===== src/rtl/gray_counter_pkg.sv =====
// Shared constants and helpers for the Gray-code counter slice.
package gray_counter_pkg;

    // Default counter / code width.
    localparam int unsigned DEFAULT_WIDTH = 4;

    // Widest code this slice supports.
    localparam int unsigned MAX_WIDTH = 16;

    // Binary to reflected Gray code. Operates at MAX_WIDTH. Narrower
    // callers zero-extend the input and truncate the result.
    function automatic logic [MAX_WIDTH-1:0] bin2gray(input logic [MAX_WIDTH-1:0] b);
        return b ^ (b >> 1);
    endfunction

endpackage


===== src/rtl/gray_counter_btg.sv =====
// Purely combinational binary-to-Gray encoder. This is the mirror of gtb.
module btg #(
    parameter int unsigned WIDTH = 4
) (
    input  logic [WIDTH-1:0] bin,
    output logic [WIDTH-1:0] gray
);

    // Each Gray bit is the XOR of a binary bit and its next-higher
    // neighbour. The MSB passes through unchanged.
    always_comb begin
        gray = bin ^ (bin >> 1);
    end

endmodule


===== src/rtl/gray_counter.sv =====
// Registered up/down binary counter with a Gray-coded copy and a wrap
// pulse. bin, gray and wrap all come straight from flops, so gray can
// cross clock domains as a pointer.
module gray_counter
    import gray_counter_pkg::*;
#(
    parameter int unsigned WIDTH = DEFAULT_WIDTH
) (
    input  logic             clk,
    input  logic             rst_n,
    input  logic             en,
    input  logic             up,
    input  logic             load,
    input  logic [WIDTH-1:0] load_bin,
    output logic [WIDTH-1:0] bin,
    output logic [WIDTH-1:0] gray,
    output logic             wrap
);

    localparam logic [WIDTH-1:0] ONE = WIDTH'(1);

    logic [WIDTH-1:0] bin_next;
    logic [WIDTH-1:0] gray_next;
    logic             wrap_next;

    // Next-state mux with priority load > count > hold, plus wrap detect.
    always_comb begin
        bin_next  = bin;
        wrap_next = 1'b0;
        if (load) begin
            bin_next = load_bin;
        end else if (en) begin
            if (up) begin
                bin_next  = bin + ONE;
                wrap_next = (bin == '1);
            end else begin
                bin_next  = bin - ONE;
                wrap_next = (bin == '0);
            end
        end
    end

    // Encode the next value ahead of the register, so gray stays glitch-free.
    btg #(.WIDTH(WIDTH)) u_btg (
        .bin  (bin_next),
        .gray (gray_next)
    );

    // State registers. bin and gray load from the same next value.
    always_ff @(posedge clk or negedge rst_n) begin
        if (!rst_n) begin
            bin  <= '0;
            gray <= '0;
            wrap <= 1'b0;
        end else begin
            bin  <= bin_next;
            gray <= gray_next;
            wrap <= wrap_next;
        end
    end

endmodule


===== config.mk =====
export PLATFORM = sky130hd
export DESIGN_NAME = gray_counter
export DESIGN_NICKNAME = d
export VERILOG_FILES = /design/src/rtl/gray_counter_pkg.sv /design/src/rtl/gray_counter_btg.sv /design/src/rtl/gray_counter.sv
export SDC_FILE = /design/constraint.sdc
export NUM_CORES = 1
export LEC_CHECK = 0
export CELL_PAD_IN_SITES_DETAIL_PLACEMENT = 2
export CELL_PAD_IN_SITES_GLOBAL_PLACEMENT = 2
export CORE_ASPECT_RATIO = 0.75
export CORE_MARGIN = 10
export CORE_UTILIZATION = 21
export DETAILED_ROUTE_END_ITERATION = 8
export GPL_ROUTABILITY_DRIVEN = 0
export PLACE_DENSITY_LB_ADDON = 0.12
export RECOVER_POWER = 100
export SYNTH_ARGS = -nofsm -noshare
export SYNTH_HDL_FRONTEND = slang
export SYNTH_SLANG_ARGS = --single-unit

===== constraint.sdc =====
create_clock -name clk -period 1.6 [get_ports clk]
set_clock_uncertainty 0.1 [all_clocks]
set_input_delay 0.16 -clock clk [delete_from_list [all_inputs] [get_ports clk]]
set_output_delay 0.16 -clock clk [all_outputs]
set_load 0.02 [all_outputs]

==> summary.txt <==
Power and ir drop
  – Power Internal: 0.518 mW
  – NetSw: 0.275 mW
  – IR drop worst, VDD: between 0.5 and 0.6 mV
  – Clk pwr share: 0.210
  – Leakage dissipation: 0.343 nW
  – Comb pwr share: 0.444
  – Flop pwr share: 0.346
  – Sw Share: 0.347
  – Cell Pwr Density: 1020 nW/um^2

Timing
  – Count of final hold-check violations: 0
  – RSZ-0062 raised after global routing: yes
  – Final period util: 1.06
  – Worst hold slack: 0.143 ns
  – Worst Tran Pin Value: around 0.35 ns
  – Final critical-path required period: 1.69 ns
  – # setup viols final: 2
  – Max Clock Freq: 591 MHz
  – Fin worst setup slack: -0.0923 ns
  – Setup TNS: -0.0928 ns
  – Slew Viols, Final: 0
  – Max_slew headroom: 0.765

Logic synthesis
  – Part of the Yosys area used for sequential elements: 0.442
  – Syn_area_per_cell: 10.8 um^2
  – Synthesized instance count: 42
  – Syn Nets: 54
  – Post-synth top cells: dfrtp_1 (8), nor2_1 (4), xnor2_1 (4)
  – Area contributors post-synth: dfrtp_1 (44%), xnor2_1 (7.7%), ha_1 (5.5%), fa_1 (4.4%), mux2i_1 (4.4%)
  – Mapped cell area: 453 um^2
  – Cell taking the most area after synthesis: dfrtp_1
  – Most instantiated library cell after synthesis: dfrtp_1
  – Number of synthesized flops with an enable pin: 0
  – Top-area cell type share of the netlist area: 0.442
  – Synth Flop Type: dfrtp_1
  – Synthesis warning total: 0
  – Seq cells post-synth: 8
  – Post-synthesis cell type count: 22
  – Async set-reset flop share out of synthesis: 1.00

Setup path
  – CP Launch Point: bin[1]$_DFF_PN0_
  – Largest stage delay, worst path: 0.45 ns
  – CP max FO: 4
  – Crit path required time: 1.62 ns
  – Capturing point of the worst reg2reg path: gray[2]$_DFF_PN0_
  – CP max stage cell: dfrtp_2
  – Worst r2r src: bin[1]$_DFF_PN0_
  – Crit start category: flop
  – CP endpoint: gray[2]$_DFF_PN0_
  – Reg2reg path depth: 5
  – CP Class: flop to flop
  – CP Capture Type: flop
  – WP data arrival: 1.72 ns
  – Internal reg-to-reg setup slack: -0.09 ns
  – CP cell instances: ha_4 -> nand3_4 -> and4b_1 -> or3_4 -> xor2_1

Layout
  – Nets: 83
  – Synth-to-layout area growth: 72.1%
  – Layout Cells excl Fill: 94
  – Layout fillers: 224
  – Share of layout cells above drive strength 1: 0.343
  – Number of inserted diodes: 0

Detailed routing
  – DRC: 0
  – Routed vias/inst: approximately 4.3
  – Pre-antenna DRT Iters: 2
  – Post-route ant nets: 0
  – Initial drt markers: 5
  – Overall routed net length: roughly 1300 um
  – Via count: 403
  – Wirelength per Cell: 14.0 um

Placed design
  – Post-DP HPWL: 1140 um
  – Port buffer count: 17
  – Dpl cells: 89
  – Place WS: -0.444 ns

Clock tree
  – CTS tree: yes
  – Clk sink count: 8
  – Clock buffer depth: 2
  – Clock transition at path regs: approximately 0.06 ns
  – Hold Buf Count CTS: 0
  – Clock latency on the worst-skew pair: roughly 0.25 ns
  – Total CTS buffers: 3
  – Clock root buffer: clkbuf_4
  – H-Tree Depth: 1

Global route
  – Total Routing Usage GR: 0.0608
  – First-pass GRT wire length: between 2000 and 2500 um
  – Initial antenna violation count: 0
  – Largest net degree at the start of global routing: 9
  – Vias in the first global route: between 400 and 500
  – GRT overflow: 0

Worst hold path
  – Hold Crit Class: primary input to asynchronous set/reset pin

Die
  – Initial core utilization: 0.223
  – Row cnt: 14
  – Die H: 60.2 um
  – Die width: 73.6 um
  – Ports: 18
  – Die area: 4430 um^2
  – Placeable Area: around 2000 um^2

Status
  – Status: finished, violations left
  – Failing checks: negative setup slack

Flow run
  – Max-Cap Viols: 0
[through the flow]
step                total power [mW]  utilization  cell area [um^2]
floorplan                      0.468            -               498
global placement               0.643        0.366               743
detailed placement             0.649        0.366               743
CTS                            0.802        0.375               762
global route                   0.850        0.384               779
finish                         0.793        0.384               779
[power groups by stage]
| stage | registers (mW) | logic, mW | clock network (mW) |
|---|---|---|---|
| floorplan | 0.332 | 0.136 | 0 |
| global placement | 0.279 | 0.364 | 0 |
| detailed placement | 0.281 | 0.368 | 0 |
| CTS | 0.277 | 0.353 | 0.171 |
| global route | 0.280 | 0.388 | 0.182 |
| finish | 0.274 | 0.352 | 0.167 |
[critical path, delay by kind of cell, from the launching register on]
kind / cells / cell delay [ns]
XOR/XNOR: 1 / 0.15
adder cells (fa/ha/maj): 1 / 0.29
flip-flops: 1 / 0.45
AND/OR/NAND/NOR: 3 / 0.58
[per-layer routing]
layer  wire [um]  vias to the layer above  GRT usage
met5           0                        -          0
met4           0                        0     0.0318
li1            -                      201          -
met3          67                        0     0.0182
met1         651                      193     0.0791
met2         598                        9     0.0874
[worst min path at each step]
stage	start	to	slack, ns
after floorplan	rst_n	bin[0]$_DFF_PN0_	-0.24
after global routing	rst_n	bin[3]$_DFF_PN0_	0.17
final	rst_n	bin[3]$_DFF_PN0_	0.14
after global placement	rst_n	wrap$_DFF_PN0_	0.36
after detailed placement	rst_n	wrap$_DFF_PN0_	0.36
after CTS	rst_n	gray[0]$_DFF_PN0_	0.09
[cell usage in the layout, fill, tap and decap left out, drive strengths merged, types with 4 or more instances in the layout]
cell type      count
clkbuf             4
xnor2              4
dfrtp              8
clkdlybuf4s50      6
nor2               4
dlygate4sd2        6
dlygate4sd3        5
buf                9
[layout make-up]
cell class,instances,area (um^2),share of cell area
Clock buffer,4,26.3,0.0337
Tap cell,24,30.0,0.0385
Multi-Input combinational cell,30,282,0.361
Timing Repair Buffer,26,230,0.295
Sequential cell,8,204,0.262
Inverter,2,7.51,0.00963
[cells by family (layout without fill, tap and decap cells)]
family                     after synthesis  in the layout  share of synthesized area
and+or+nand+nor                         12             12                      0.155
DFF                                      8              8                      0.442
AOI/OAI and AO/OA                        7              7                     0.0939
xor gates and xnor gates                 6              6                      0.116
buffers and inverters                    4             32                     0.0497
adders and majority gates                3              3                     0.0994
muxes                                    2              2                     0.0442
[what timing repair did]
item | CTS | global route
gates cloned | 0 | 0
gates resized for setup | 7 | 2
setup endpoints to repair | 11 | 6
pin swaps | 3 | 2
buffers inserted | 0 | 1
[flip-flops by register name (all words and copies together), names as in the netlist]
| signal | count |
|---|---|
| wrap | 1 |
| gray | 3 |
| bin | 4 |
Note: power is estimated with default switching activity, not from simulation.
